<file path="config.mk">
export PLATFORM = sky130hd
export DESIGN_NAME = uart_tx_arbiter
export DESIGN_NICKNAME = d
export VERILOG_FILES = /design/src/rtl/uart_pkg.sv /design/src/rtl/uart_baud_tick.sv /design/src/rtl/uart_tx_arbiter.sv
export SDC_FILE = /design/constraint.sdc
export NUM_CORES = 1
export LEC_CHECK = 0
export BUFFER_PORTS_ARGS = -buffer_cell sky130_fd_sc_hd__buf_4
export CAP_MARGIN = 25
export CORE_MARGIN = 2
export CORE_UTILIZATION = 55
export DETAILED_ROUTE_END_ITERATION = 10
export GPL_TIMING_DRIVEN = 1
export HOLD_SLACK_MARGIN = 0.12
export PLACE_DENSITY = 0.79
export SLEW_MARGIN = 20
export SYNTH_ARGS = -nofsm -noshare
export SYNTH_HDL_FRONTEND = slang
export SYNTH_SLANG_ARGS = --single-unit
</file>
<file path="constraint.sdc">
create_clock -name sclk -period 2.5 [get_ports sclk]
set_clock_uncertainty 0.1 [all_clocks]
set_input_delay 0.125 -clock sclk [delete_from_list [all_inputs] [get_ports sclk]]
set_output_delay 0.125 -clock sclk [all_outputs]
set_load 0.01 [all_outputs]
</file>
<file path="src/rtl/uart_pkg.sv">
// Shared definitions for the UART transmit arbiter.
// Optional feature macro: TX_PARITY_EN adds an even-parity bit after the data bits.
package uart_pkg;

  localparam int unsigned CLK_DIV_DEFAULT = 5208;  // 9600 baud from a 50 MHz clock
  localparam int unsigned DATA_BITS       = 8;

`ifdef TX_PARITY_EN
  typedef enum logic [2:0] {
    StIdle,
    StStart,
    StData,
    StParity,
    StStop
  } tx_state_e;

  // Even parity: the bit that makes the total count of ones even.
  function automatic logic even_parity(input logic [DATA_BITS-1:0] data);
    return ^data;
  endfunction
`else
  typedef enum logic [1:0] {
    StIdle,
    StStart,
    StData,
    StStop
  } tx_state_e;
`endif

endpackage

</file>
<file path="src/rtl/uart_baud_tick.sv">
// Bit-period timer: counts 0..CLK_DIV-1 while enabled, held at zero otherwise.
// bit_tick marks the last cycle of each bit period.
module uart_baud_tick import uart_pkg::*; #(
  parameter int unsigned CLK_DIV = CLK_DIV_DEFAULT
) (
  input  logic sclk,
  input  logic RSTn,
  input  logic en,
  output logic bit_tick
);

  localparam int unsigned     CntW   = $clog2(CLK_DIV);
  localparam logic [CntW-1:0] CntMax = CntW'(CLK_DIV - 1);

  logic [CntW-1:0] r_cnt;

  assign bit_tick = en && (r_cnt == CntMax);

  // Free-run while enabled, wrap on the tick, clear whenever disabled.
  always_ff @(posedge sclk or negedge RSTn) begin
    if (!RSTn) begin
      r_cnt <= '0;
    end else if (!en || bit_tick) begin
      r_cnt <= '0;
    end else begin
      r_cnt <= r_cnt + 1'b1;
    end
  end

endmodule

</file>
<file path="src/rtl/uart_tx_arbiter.sv">
// Two-requester round-robin arbiter feeding a single UART transmitter (8N1).
// Optional feature macro: TX_PARITY_EN inserts an even-parity bit (8E1 framing).
module uart_tx_arbiter import uart_pkg::*; #(
  parameter int unsigned CLK_DIV = CLK_DIV_DEFAULT
) (
  input  logic                 sclk,
  input  logic                 RSTn,
  input  logic [1:0]           req_valid,
  input  logic [DATA_BITS-1:0] req_data0,
  input  logic [DATA_BITS-1:0] req_data1,
  output logic [1:0]           req_ready,
  output logic                 txd,
  output logic                 busy,
  output logic                 grant_id,
  output logic                 tx_done
);

  tx_state_e            r_state, w_state_d;
  logic [DATA_BITS-1:0] r_data, w_data_d;
  logic [2:0]           r_idx, w_idx_d, w_idx_inc;
  logic                 r_last, w_last_d;
  logic                 r_gid, w_gid_d;
  logic                 r_txd, w_txd_d;
  logic                 w_en, w_tick, w_grant, w_accept;

  assign w_en      = (r_state != StIdle);
  assign w_idx_inc = r_idx + 3'd1;

  uart_baud_tick #(
    .CLK_DIV (CLK_DIV)
  ) u_baud_tick (
    .sclk     (sclk),
    .RSTn     (RSTn),
    .en       (w_en),
    .bit_tick (w_tick)
  );

  // Round-robin pick: on contention the requester not served last wins.
  always_comb begin
    w_grant = 1'b0;
    if (&req_valid) begin
      w_grant = ~r_last;
    end else begin
      w_grant = req_valid[1];
    end
  end

  assign w_accept  = (r_state == StIdle) && req_valid[w_grant];
  assign req_ready = w_accept ? (w_grant ? 2'b10 : 2'b01) : 2'b00;
  assign busy      = w_en;
  assign grant_id  = r_gid;
  assign txd       = r_txd;

  // Next-state, datapath and registered line value for the frame sequencer.
  always_comb begin
    w_state_d = r_state;
    w_data_d  = r_data;
    w_idx_d   = r_idx;
    w_last_d  = r_last;
    w_gid_d   = r_gid;
    w_txd_d   = r_txd;
    tx_done   = 1'b0;
    unique case (r_state)
      StIdle: begin
        w_txd_d = 1'b1;
        if (w_accept) begin
          w_state_d = StStart;
          w_data_d  = w_grant ? req_data1 : req_data0;
          w_gid_d   = w_grant;
          w_last_d  = w_grant;
          w_txd_d   = 1'b0;
        end
      end
      StStart: begin
        if (w_tick) begin
          w_state_d = StData;
          w_idx_d   = 3'd0;
          w_txd_d   = r_data[0];
        end
      end
      StData: begin
        if (w_tick) begin
          w_idx_d = w_idx_inc;
          if (r_idx == 3'd7) begin
`ifdef TX_PARITY_EN
            w_state_d = StParity;
            w_txd_d   = even_parity(r_data);
`else
            w_state_d = StStop;
            w_txd_d   = 1'b1;
`endif
          end else begin
            w_txd_d = r_data[w_idx_inc];
          end
        end
      end
`ifdef TX_PARITY_EN
      StParity: begin
        if (w_tick) begin
          w_state_d = StStop;
          w_txd_d   = 1'b1;
        end
      end
`endif
      StStop: begin
        w_txd_d = 1'b1;
        if (w_tick) begin
          tx_done   = 1'b1;
          w_state_d = StIdle;
        end
      end
      default: begin
        w_state_d = StIdle;
        w_txd_d   = 1'b1;
      end
    endcase
  end

  // State and datapath registers; reset aborts any frame and idles the line.
  always_ff @(posedge sclk or negedge RSTn) begin
    if (!RSTn) begin
      r_state <= StIdle;
      r_data  <= '0;
      r_idx   <= 3'd0;
      r_last  <= 1'b1;
      r_gid   <= 1'b0;
      r_txd   <= 1'b1;
    end else begin
      r_state <= w_state_d;
      r_data  <= w_data_d;
      r_idx   <= w_idx_d;
      r_last  <= w_last_d;
      r_gid   <= w_gid_d;
      r_txd   <= w_txd_d;
    end
  end

endmodule

</file>
==> impl_results.html <==
<table>
<tr><th>Metric</th><th>Value</th></tr>
<tr><th colspan="2">Yosys</th></tr>
<tr><td>Yosys Warn Count</td><td>0</td></tr>
<tr><td>Netlist area before placement</td><td>0.00150 sq mm</td></tr>
<tr><td>Number of flip-flops and latches in the synthesized netlist</td><td>29</td></tr>
<tr><td>Sequential element share of the synthesized area</td><td>48.5%</td></tr>
<tr><td>Most common library cells after synthesis</td><td>sky130_fd_sc_hd__dfrtp_1 (27), sky130_fd_sc_hd__nor2_1 (16), sky130_fd_sc_hd__inv_1 (14)</td></tr>
<tr><td>Average size of a mapped cell</td><td>10.3 sq um</td></tr>
<tr><td>Cell types occupying the most area after synthesis</td><td>sky130_fd_sc_hd__dfrtp_1 (45%), sky130_fd_sc_hd__ha_1 (5.8%), sky130_fd_sc_hd__a222oi_1 (5.3%)</td></tr>
<tr><td>Gate count of the mapped netlist</td><td>145</td></tr>
<tr><td>Synth unique cells</td><td>37</td></tr>
<tr><td>Synth async-reset ratio</td><td>100%</td></tr>
<tr><td>Net Count, Synth</td><td>172</td></tr>
<tr><td>Post-synth EDFFs</td><td>0</td></tr>
<tr><td>Area share of the leading cell type in the synthesized netlist</td><td>45.0%</td></tr>
<tr><td>Cell type with the largest total area after synthesis</td><td>sky130_fd_sc_hd__dfrtp_1</td></tr>
<tr><td>Count leader, synth</td><td>sky130_fd_sc_hd__dfrtp_1</td></tr>
<tr><td>Main synth FF type</td><td>sky130_fd_sc_hd__dfrtp_1</td></tr>
<tr><th colspan="2">Drt</th></tr>
<tr><td>Routed wire length</td><td>3470 um</td></tr>
<tr><td>Post-detailed-route count of antenna-violating nets</td><td>0</td></tr>
<tr><td>Routed length per instance</td><td>15.5 um</td></tr>
<tr><td>Routed via count divided by cell count</td><td>5.75</td></tr>
<tr><td>Iteration count of the initial detailed-routing pass</td><td>6</td></tr>
<tr><td>Number of vias after detailed routing</td><td>1289</td></tr>
<tr><td>DRC violation count after routing</td><td>0</td></tr>
<tr><td>1st-iter DRT viols</td><td>60</td></tr>
<tr><th colspan="2">Power and ir drop</th></tr>
<tr><td>Maximum ir drop on the vdd rail</td><td>0.432 mV</td></tr>
<tr><td>Total design power</td><td>0.816 mW</td></tr>
<tr><td>Leakage power of the design</td><td>0.955 nW</td></tr>
<tr><td>Ratio of total power to cell area</td><td>415 mW/mm^2</td></tr>
<tr><th colspan="2">Clock network</th></tr>
<tr><td>Clock tree from TritonCTS</td><td>built</td></tr>
<tr><td>Clock sinks</td><td>29</td></tr>
<tr><td>Number of buffers on the longest clock path</td><td>2</td></tr>
<tr><td>Clock network latency to the later pin of the worst-skew pair</td><td>340 ps</td></tr>
<tr><td>Number of levels in the clock H-tree</td><td>2</td></tr>
<tr><td>Root buffer cell</td><td>sky130_fd_sc_hd__clkbuf_4</td></tr>
<tr><td>Clock Pin Slew Worst Setup and Hold Paths</td><td>90 ps</td></tr>
<tr><td>Number of clock buffers inserted by TritonCTS</td><td>5</td></tr>
<tr><td>Post-CTS Setup Inserts</td><td>0</td></tr>
<tr><th colspan="2">Cells and area</th></tr>
<tr><td>Antenna diodes</td><td>0</td></tr>
<tr><td>Share of final-layout standard cells stronger than drive strength 1</td><td>21.1%</td></tr>
<tr><td>Signed area change from the synthesized netlist to the final layout</td><td>31.0%</td></tr>
<tr><td>Filler cell count in the final layout</td><td>161</td></tr>
<tr><td>Net total in the final layout</td><td>221</td></tr>
<tr><td>Final cell count without fillers</td><td>224</td></tr>
<tr><td>Reg area</td><td>728 sq um</td></tr>
<tr><td>Final Cell Area</td><td>0.00197 sq mm</td></tr>
<tr><td>Area of combinational cells with multiple inputs</td><td>694 sq um</td></tr>
<tr><th colspan="2">GRT</th></tr>
<tr><td>Congestion Overflow GR</td><td>0</td></tr>
<tr><td>Gr usage total</td><td>24.5%</td></tr>
<tr><td>Largest net degree at the start of global routing</td><td>30</td></tr>
<tr><td>Antenna violations before repair</td><td>0</td></tr>
<tr><td>Wire length of the first global-routing pass</td><td>6000 um</td></tr>
<tr><td>Number of global-route vias before repair</td><td>1279</td></tr>
<tr><th colspan="2">Setup path</th></tr>
<tr><td>Highest net fanout along the worst path</td><td>9</td></tr>
<tr><td>Worst Setup End Kind</td><td>register</td></tr>
<tr><td>Register-to-register path setup slack</td><td>190 ps</td></tr>
<tr><td>Critical R2R Capture</td><td>r_data[6]</td></tr>
<tr><td>Worst EP arrival</td><td>2440 ps</td></tr>
<tr><td>Depth of the worst register-to-register path</td><td>7</td></tr>
<tr><td>Start of the worst register-to-register path</td><td>r_state[0]</td></tr>
<tr><td>CP Data Required Time</td><td>2630 ps</td></tr>
<tr><td>Kind of start point of the critical path</td><td>register</td></tr>
<tr><td>Critical path class</td><td>reg -&gt; reg</td></tr>
<tr><th colspan="2">Timing</th></tr>
<tr><td>Final WS setup</td><td>190 ps</td></tr>
<tr><td>Max-Slew Margin vs Limit</td><td>72.3%</td></tr>
<tr><td>Max Freq</td><td>433 MHz</td></tr>
<tr><td>Setup repair after global routing missed its margin</td><td>no</td></tr>
<tr><td>Shortest clock period the worst path allows after layout</td><td>2310 ps</td></tr>
<tr><td>Number of endpoints with negative hold slack in the final report</td><td>0</td></tr>
<tr><td>Max Slew Vio Count</td><td>0</td></tr>
<tr><td>Final worst path period share</td><td>92.4%</td></tr>
<tr><td>Final-layout setup total negative slack</td><td>0 ps</td></tr>
<tr><td>Worst slew pin tran</td><td>412 ps</td></tr>
<tr><td>Final setup vio count</td><td>0</td></tr>
<tr><th colspan="2">Place</th></tr>
<tr><td>Port Buffers</td><td>25</td></tr>
<tr><td>Post-detailed-placement cell area</td><td>0.00172 sq mm</td></tr>
<tr><td>Cell count after placement</td><td>198</td></tr>
<tr><td>DPL Wire Length</td><td>2210 um</td></tr>
<tr><td>Setup WS pre-CTS</td><td>293 ps</td></tr>
<tr><td>Global placement routability congestion</td><td>0.749</td></tr>
<tr><th colspan="2">Die</th></tr>
<tr><td>Vertical die dimension</td><td>56.2 um</td></tr>
<tr><td>Number of placed I/O pins</td><td>26</td></tr>
<tr><td>Effective utilization at floorplan</td><td>59.5%</td></tr>
<tr><td>Die width</td><td>56.2 um</td></tr>
<tr><td>Area inside the core boundary</td><td>0.00252 sq mm</td></tr>
<tr><td>Std cell rows</td><td>18</td></tr>
<tr><td>Total Die Area</td><td>0.00316 sq mm</td></tr>
<tr><th colspan="2">Run status</th></tr>
<tr><td>Outcome</td><td>complete, no violations</td></tr>
<tr><th colspan="2">Hold path</th></tr>
<tr><td>Class of the tightest hold or removal check</td><td>in -&gt; async</td></tr>
<tr><th colspan="2">Job</th></tr>
<tr><td>Max-cap viol count</td><td>0</td></tr>
</table>
==> worst max-delay path, stage by stage (launching register included) <==
cell and delay, ps:
sky130_fd_sc_hd__dfrtp_1 410, sky130_fd_sc_hd__inv_1 120, sky130_fd_sc_hd__ha_2 300, sky130_fd_sc_hd__o21ai_1 160, sky130_fd_sc_hd__buf_2 200, sky130_fd_sc_hd__a222oi_1 250
sky130_fd_sc_hd__dlygate4sd3_1 610, sky130_fd_sc_hd__inv_1 50
==> cells in the final DEF (no fill, tap or decap), types with 2 or more instances in the layout <==
| cell | Yosys | layout |
|---|---|---|
| sky130_fd_sc_hd__a21o_1 | 2 | 2 |
| sky130_fd_sc_hd__a21oi_1 | 4 | 4 |
| sky130_fd_sc_hd__a222oi_1 | 8 | 8 |
| sky130_fd_sc_hd__a22o_1 | 2 | 2 |
| sky130_fd_sc_hd__buf_4 | 0 | 27 |
| sky130_fd_sc_hd__clkbuf_4 | 0 | 5 |
| sky130_fd_sc_hd__dfrtp_1 | 27 | 27 |
| sky130_fd_sc_hd__dfstp_2 | 2 | 2 |
| sky130_fd_sc_hd__dlygate4sd3_1 | 0 | 19 |
| sky130_fd_sc_hd__ha_1 | 7 | 6 |
| sky130_fd_sc_hd__inv_1 | 14 | 14 |
| sky130_fd_sc_hd__mux2i_1 | 5 | 5 |
| sky130_fd_sc_hd__nand2_1 | 9 | 9 |
| sky130_fd_sc_hd__nand2b_1 | 2 | 2 |
| sky130_fd_sc_hd__nand3_1 | 4 | 4 |
| sky130_fd_sc_hd__nand4_1 | 4 | 4 |
| sky130_fd_sc_hd__nor2_1 | 16 | 16 |
| sky130_fd_sc_hd__nor3_1 | 3 | 3 |
| sky130_fd_sc_hd__o21ai_0 | 4 | 3 |
| sky130_fd_sc_hd__o21ai_1 | 2 | 3 |
| sky130_fd_sc_hd__or3_1 | 2 | 2 |
| sky130_fd_sc_hd__xnor2_1 | 2 | 2 |
| sky130_fd_sc_hd__xor2_1 | 7 | 7 |
==> worst max-delay path by stage <==
stage | start | to | slack, ps | cells past startpoint
final | r_state[0] | r_data[6] | 190 | 7
after global placement | r_idx[0] | txd | 400 | 7
after CTS | r_state[0] | r_data[3] | 60 | 7
after floorplan | r_idx[0] | txd | 540 | 7
after global routing | r_state[0] | r_data[3] | 50 | 7
after detailed placement | r_idx[0] | txd | 290 | 7
==> routing by layer <==
metal | GRT usage [%] | vias up | part of all wire, %
li1 | - | 621 | -
met1 | 30.9 | 616 | 43
met2 | 39.8 | 41 | 48
met3 | 7.67 | 11 | 6.0
met4 | 8.16 | 0 | 2.5
met5 | 0 | - | 0
==> layout make-up <==
class	instances	area share, %
inverter	14	2.67
multi-input combinational	97	35.3
timing repair buffer	47	20.2
clock buffer	7	2.80
tap	30	1.91
sequential	29	37.0
==> cells by family after synthesis <==
family	synth area share [%]
buf+inv	5.34
xor+xnor	5.25
fa+ha+maj	5.84
mux	4.84
compound gates	14.7
simple gates	15.5
flops	48.5
==> flip-flops by register name, summed over array words and instances (netlist names) <==
name / flops
grant_id: 1
txd: 1
u_baud_tick.r_cnt: 13
r_last: 1
r_state: 2
r_data: 8
r_idx: 3
==> where the power goes <==
| part | leakage, nW | internal [mW] | switching, mW |
|---|---|---|---|
| clock network | 0.0314 | 0.132 | 0.167 |
| registers | 0.378 | 0.469 | 0 |
| logic | 0.545 | 0.0299 | 0.0172 |
==> per-stage QoR <==
step	util (%)	hold slack, ps
after floorplan	-	-271
after global placement	67.9	-36.0
after detailed placement	68.1	-31.4
after CTS	77.4	121
after global routing	77.9	151
final	77.9	127
==> repair_timing <==
action,in CTS,in global routing
setup endpoints to repair,0,7
hold buffers,18,1
gates resized for setup,0,2
hold endpoints to repair,38,1
Note: power is estimated with default switching activity, not from simulation.
